## config.mk

```make
export PLATFORM = sky130hd
export DESIGN_NAME = muldiv_seq
export DESIGN_NICKNAME = d
export VERILOG_FILES = /design/src/rtl/muldiv_pkg.sv /design/src/rtl/muldiv_step.sv /design/src/rtl/muldiv_seq.sv
export SDC_FILE = /design/constraint.sdc
export NUM_CORES = 1
export LEC_CHECK = 0
export CAP_MARGIN = 20
export CELL_PAD_IN_SITES_DETAIL_PLACEMENT = 0
export CELL_PAD_IN_SITES_GLOBAL_PLACEMENT = 1
export CORE_MARGIN = 8
export CORE_UTILIZATION = 51
export DETAILED_ROUTE_END_ITERATION = 8
export DONT_BUFFER_PORTS = 1
export HOLD_SLACK_MARGIN = 0.1
export PLACE_DENSITY = 0.87
export SYNTH_ARGS = -nofsm -noshare
export SYNTH_HDL_FRONTEND = slang
export SYNTH_SLANG_ARGS = --single-unit
```

## constraint.sdc

```tcl
create_clock -name clk -period 4.8 [get_ports clk]
set_input_delay 0.72 -clock clk [delete_from_list [all_inputs] [get_ports clk]]
set_output_delay 0.72 -clock clk [all_outputs]
set_load 0.01 [all_outputs]
```

## src/rtl/muldiv_pkg.sv

```systemverilog
// Shared opcode encodings and FSM state type for the iterative multiply/divide unit.
package muldiv_pkg;

  localparam logic OP_MUL = 1'b0;
  localparam logic OP_DIV = 1'b1;

  typedef enum logic [1:0] {
    IDLE,
    RUN,
    DONE
  } state_e;

endpackage

```

## src/rtl/muldiv_step.sv

```systemverilog
// One iteration of shift-add multiply or restoring divide on a 2*WIDTH accumulator.
module muldiv_step
  import muldiv_pkg::*;
#(
  parameter int unsigned WIDTH = 4
) (
  input  logic               op,
  input  logic [2*WIDTH-1:0] acc,
  input  logic [WIDTH-1:0]   operand,
  input  logic [WIDTH-1:0]   divisor,
  output logic [2*WIDTH-1:0] acc_next
);

  logic [WIDTH:0]   sum;
  logic [2*WIDTH:0] sh;
  logic [WIDTH:0]   trial;

  always_comb begin
    sum      = {1'b0, acc[2*WIDTH-1:WIDTH]} + {1'b0, operand};
    sh       = {acc, 1'b0};
    // A negative trial is flagged by bit WIDTH; the shifted remainder is always below 2*divisor.
    trial    = sh[2*WIDTH:WIDTH] - {1'b0, divisor};
    acc_next = acc;
    if (op == OP_MUL) begin
      if (acc[0]) begin
        acc_next = {sum, acc[WIDTH-1:1]};
      end else begin
        acc_next = {1'b0, acc[2*WIDTH-1:1]};
      end
    end else begin
      if (!trial[WIDTH]) begin
        acc_next = {trial[WIDTH-1:0], sh[WIDTH-1:1], 1'b1};
      end else begin
        acc_next = sh[2*WIDTH-1:0];
      end
    end
  end

endmodule

```

## src/rtl/muldiv_seq.sv

```systemverilog
// Iterative unsigned multiply/divide with valid/ready handshakes, one bit per clock.
module muldiv_seq
  import muldiv_pkg::*;
#(
  parameter int unsigned WIDTH = 4
) (
  input  logic               clk,
  input  logic               rst_n,
  input  logic               in_valid,
  output logic               in_ready,
  input  logic               op,
  input  logic [WIDTH-1:0]   a,
  input  logic [WIDTH-1:0]   b,
  output logic               out_valid,
  input  logic               out_ready,
  output logic [2*WIDTH-1:0] result,
  output logic               div_by_zero
);

  localparam int unsigned CW = $clog2(WIDTH + 1);

  state_e             state_q, state_d;
  logic [CW-1:0]      cnt_q, cnt_d;
  logic               op_q, op_d;
  logic [2*WIDTH-1:0] acc_q, acc_d;
  logic [WIDTH-1:0]   opd_q, opd_d;
  logic               dbz_q, dbz_d;
  logic [2*WIDTH-1:0] step_acc;

  muldiv_step #(
    .WIDTH(WIDTH)
  ) u_step (
    .op      (op_q),
    .acc     (acc_q),
    .operand (opd_q),
    .divisor (opd_q),
    .acc_next(step_acc)
  );

  always_comb begin
    state_d   = state_q;
    cnt_d     = cnt_q;
    op_d      = op_q;
    acc_d     = acc_q;
    opd_d     = opd_q;
    dbz_d     = dbz_q;
    in_ready  = 1'b0;
    out_valid = 1'b0;
    unique case (state_q)
      IDLE: begin
        in_ready = 1'b1;
        if (in_valid) begin
          op_d  = op;
          dbz_d = 1'b0;
          cnt_d = CW'(WIDTH);
          state_d = RUN;
          if (op == OP_DIV) begin
            opd_d = b;
            acc_d = {{WIDTH{1'b0}}, a};
            if (b == '0) begin
              // Remainder is the dividend, quotient zero, no iterations.
              acc_d   = {a, {WIDTH{1'b0}}};
              dbz_d   = 1'b1;
              state_d = DONE;
            end
          end else begin
            // Multiplier sits in the low half and is consumed as the product shifts in.
            opd_d = a;
            acc_d = {{WIDTH{1'b0}}, b};
          end
        end
      end
      RUN: begin
        acc_d = step_acc;
        cnt_d = cnt_q - 1'b1;
        if (cnt_q == CW'(1)) begin
          state_d = DONE;
        end
      end
      DONE: begin
        out_valid = 1'b1;
        if (out_ready) begin
          state_d = IDLE;
        end
      end
      default: state_d = IDLE;
    endcase
  end

  always_ff @(posedge clk or negedge rst_n) begin
    if (!rst_n) begin
      state_q <= IDLE;
      cnt_q   <= '0;
      op_q    <= 1'b0;
      acc_q   <= '0;
      opd_q   <= '0;
      dbz_q   <= 1'b0;
    end else begin
      state_q <= state_d;
      cnt_q   <= cnt_d;
      op_q    <= op_d;
      acc_q   <= acc_d;
      opd_q   <= opd_d;
      dbz_q   <= dbz_d;
    end
  end

  assign result      = acc_q;
  assign div_by_zero = dbz_q;

endmodule

```

==> results.tsv <==
stage	metric	value	unit
timing	Tcrit/Tclk final	51.4	%
worst_setup_path	crit path max fanout	5	
place	port buffer count	0	
logic_synthesis	YS warnings	0	
cells_and_area	sequential standard cell area	475	sq um
cells_and_area	synthesis-to-finish area growth	2.19	%
place	Placed Cells	201	
grt	vias in the first global route	1180	
clock_network	Worst-Skew Late Latency	0.29	ns
worst_setup_path	delay-heaviest family, CP	adder cells	
clock_network	Clock Sinks	19	
power	Comb power frac	58.1	%
power	net switching power	0.000522	W
logic_synthesis	synthesized cell area	0.00154	sq mm
logic_synthesis	Distinct cells, synth	45	
drt	Avg WL per Cell	17.2	um
grt	total global-route track usage	14.7	%
die	initial core utilization	51.8	%
clock_network	H-tree lvl count	1	
timing	RSZ-0062 raised after global routing	false	
drt	Vias/cell	6.10	
run_status	status	finished, final reports clean	
die	num ports	24	
cells_and_area	# fillers	283	
place	Post-DP HPWL	2.76	mm
drt	starting DRC count in detailed routing	69	
power	sequential power share	34.4	%
worst_setup_path	Buf/Inv on CP	1	
clock_network	cts bufs inserted	3	
logic_synthesis	post-synth top area cell	dfrtp_1	
cells_and_area	Multi-input gate area	968	sq um
drt	Via Count	1262	
worst_setup_path	CP Data Arrival Time	2.68	ns
timing	Pins Over Slew Limit	0	
worst_setup_path	CP cell instances	inv_1, ha_1, fa_1, nand2b_1, a21oi_4, xor2_2, mux2_2, o21ai_0	
logic_synthesis	Synth top area share	30.8	%
cells_and_area	ratio of cells with drive above 1 in the final layout	8.62	%
worst_setup_path	Crit Path Class	flip-flop to flip-flop	
worst_setup_path	Critical Path Source Type	flip-flop	
logic_synthesis	syn nets	201	
timing	Tmin final	2.47	ns
power	switching share of power	48.4	%
place	Placer Congestion	0.806	
run	Max-cap violations	0	
grt	first-pass GRT wire length	6.05	mm
worst_setup_path	Critical Path Slowest Stage Cell	dfrtp_1	
grt	pin count of the biggest net entering global routing	19	
timing	fmax	406	MHz
logic_synthesis	ys flop type	dfrtp_1	
timing	Worst Tran Pin Value	0.980	ns
clock_network	TritonCTS clock tree	built	
drt	DRC viols	0	
die	Chip Height	71.0	um
die	row cnt	20	
drt	Total Routed Length	3.56	mm
timing	Final Hold Vio Count	0	
die	core area	0.00298	sq mm
power	clock share of power	7.4	%
die	die area	0.00504	sq mm
hold_path	Hold WC Path Type	flip-flop to flip-flop	
logic_synthesis	synth top area cells	dfrtp_1 (31%), ha_1 (8.1%), mux2i_1 (6.5%), o21ai_0 (5.5%), nand2_1 (5.1%)	
power	Peak VDD IR	0.310	mV
logic_synthesis	sequential cell area fraction in the yosys report	30.8	%
cells_and_area	Layout Nets	200	
power	internal power	0.000556	W
worst_setup_path	max incr delay on CP	0.46	ns
drt	Routed Antenna Nets	0	
timing	final setup vio count	0	
clock_network	deepest clock path buffer count	2	
power	leakage	0.679	nW
clock_network	Root Driver	clkbuf_4	
logic_synthesis	Cells after Synth	176	
grt	grt total ovfl	0	
timing	Slew HR	34.6	%
drt	drt pass-1 iters	4	
timing	clk_skew	0.00252	ns
worst_setup_path	worst path required time	5.02	ns
grt	initial antenna violation count	0	
die	Chip Width	71.0	um
logic_synthesis	EDFF count, synth	0	
logic_synthesis	Yosys reg bits	19	
clock_network	clk slew on worst S/H paths	0.11	ns
worst_setup_path	crit end category	flip-flop	
logic_synthesis	Avg Inst Size Synth	8.77	sq um
power	Cell Pwr Density	683	mW/mm^2
timing	Final TNS setup	0	ns
cells_and_area	# diodes	0	
cells_and_area	final non-filler cell total	207	
logic_synthesis	fraction of registers with async set/reset	100	%
==> timing repair <==
item	4_1_cts	5_1_grt
endpoints found under the hold margin	11	8
resized for setup	0	0
endpoints found under the setup margin	0	0
buffers inserted	0	0
hold buffers	1	1
==> per-stage QoR <==
stage	hold slack, ns	setup slack [ns]	utilization (%)	power, W	instance area, sq um
after CTS	0.106	2.32	52.6	0.00109	1570
final	0.508	2.33	53.0	0.00108	1580
after detailed placement	0.425	2.34	51.4	0.000999	1530
after global placement	0.425	2.43	51.4	0.000974	1530
after global routing	0.578	2.21	53.0	0.00120	1580
after floorplan	0.424	2.56	-	0.000882	1540
==> synth_stat cells, drive strengths merged, types with 2 or more instances <==
cell,instances
nand2,21
dfrtp,19
o21ai,17
nor2,15
inv,12
a21oi,10
ha,10
mux2i,10
clkbuf,5
nor2b,5
nor3,5
mux2,4
a31oi,3
buf,3
nand2b,3
o221ai,3
or3,3
a21o,2
a221oi,2
fa,2
nand3,2
nor4,2
xnor2,2
xor2,2
==> layout by cell type, fill, tap and decap left out, types with 2 or more instances in the layout <==
| master | instances |
|---|---|
| clkbuf_4 | 3 |
| nor2_1 | 15 |
| o21ai_0 | 17 |
| nor3_1 | 5 |
| xnor2_1 | 2 |
| a21oi_1 | 9 |
| fa_1 | 2 |
| ha_1 | 10 |
| a21o_1 | 2 |
| or3_1 | 2 |
| dfrtp_1 | 19 |
| a31oi_1 | 3 |
| nand2_1 | 21 |
| nand2b_1 | 3 |
| inv_1 | 12 |
| mux2_2 | 4 |
| o221ai_1 | 3 |
| a221oi_1 | 2 |
| nor2b_1 | 5 |
| dlygate4sd3_1 | 2 |
| mux2i_1 | 10 |
==> power groups by stage <==
stage	combinational, W	clock (W)	sequential (W)
6_report	0.000626	0.0000800	0.000371
5_1_grt	0.000716	0.0000933	0.000390
4_1_cts	0.000630	0.0000824	0.000374
3_5_place_dp	0.000622	0	0.000378
3_3_place_gp	0.000599	0	0.000375
2_1_floorplan	0.000574	0	0.000308
==> layer usage <==
| layer | GRT usage, % | part of all wire [%] | wire (um) |
|---|---|---|---|
| met1 | 19.1 | 42 | 1510 |
| met2 | 24.4 | 51 | 1820 |
| met3 | 2.82 | 5.4 | 192 |
| met4 | 3.00 | 1.2 | 42 |
| met5 | 0 | 0 | 0 |
==> flip-flops by register name, summed over array words and instances, names as in the netlist <==
signal       cells
opd_q            4
cnt_q            3
op_q             1
result           8
div_by_zero      1
state_q          2
==> worst paths after layout <==
kind / startpoint / end / slack (ns) / cells after the start
worst max-delay path: result[3]$_DFFE_PN0P_ / result[4]$_DFFE_PN0P_ / 2.33 / 8
worst min-delay path: cnt_q[1]$_DFFE_PN0P_ / cnt_q[1]$_DFFE_PN0P_ / 0.51 / 2
worst max register to register: result[3]$_DFFE_PN0P_ / result[4]$_DFFE_PN0P_ / 2.33 / 8
worst min register to register: cnt_q[1]$_DFFE_PN0P_ / cnt_q[1]$_DFFE_PN0P_ / 0.51 / 2
max in group asynchronous: rst_n / result[7]$_DFFE_PN0P_ / 3.64 / 1
min in group asynchronous: rst_n / result[2]$_DFFE_PN0P_ / 0.76 / 1
==> cell families after synthesis <==
group,count (synthesis),share of synthesized area (%)
compound gates,45,18.8
xor+xnor,4,2.76
fa+ha+maj,12,10.7
buf+inv,20,6.48
flops,19,30.8
mux,14,9.40
simple gates,62,21.1
==> cell type report <==
type,instances,share of cell area [%]
well taps,33,2.62
inverters,12,2.85
clock buffers,3,1.43
multi-input cells,137,61.4
flip-flops and latches,19,30.1
clock inverters,1,0.317
repair buffers,2,1.27
==> worst min-delay path, cell delays in order, from the launching register on <==
cell and delay [ns]:
dfrtp_1 0.36, nand2_1 0.05, o21ai_0 0.07
Note: power is estimated with default switching activity, not from simulation.
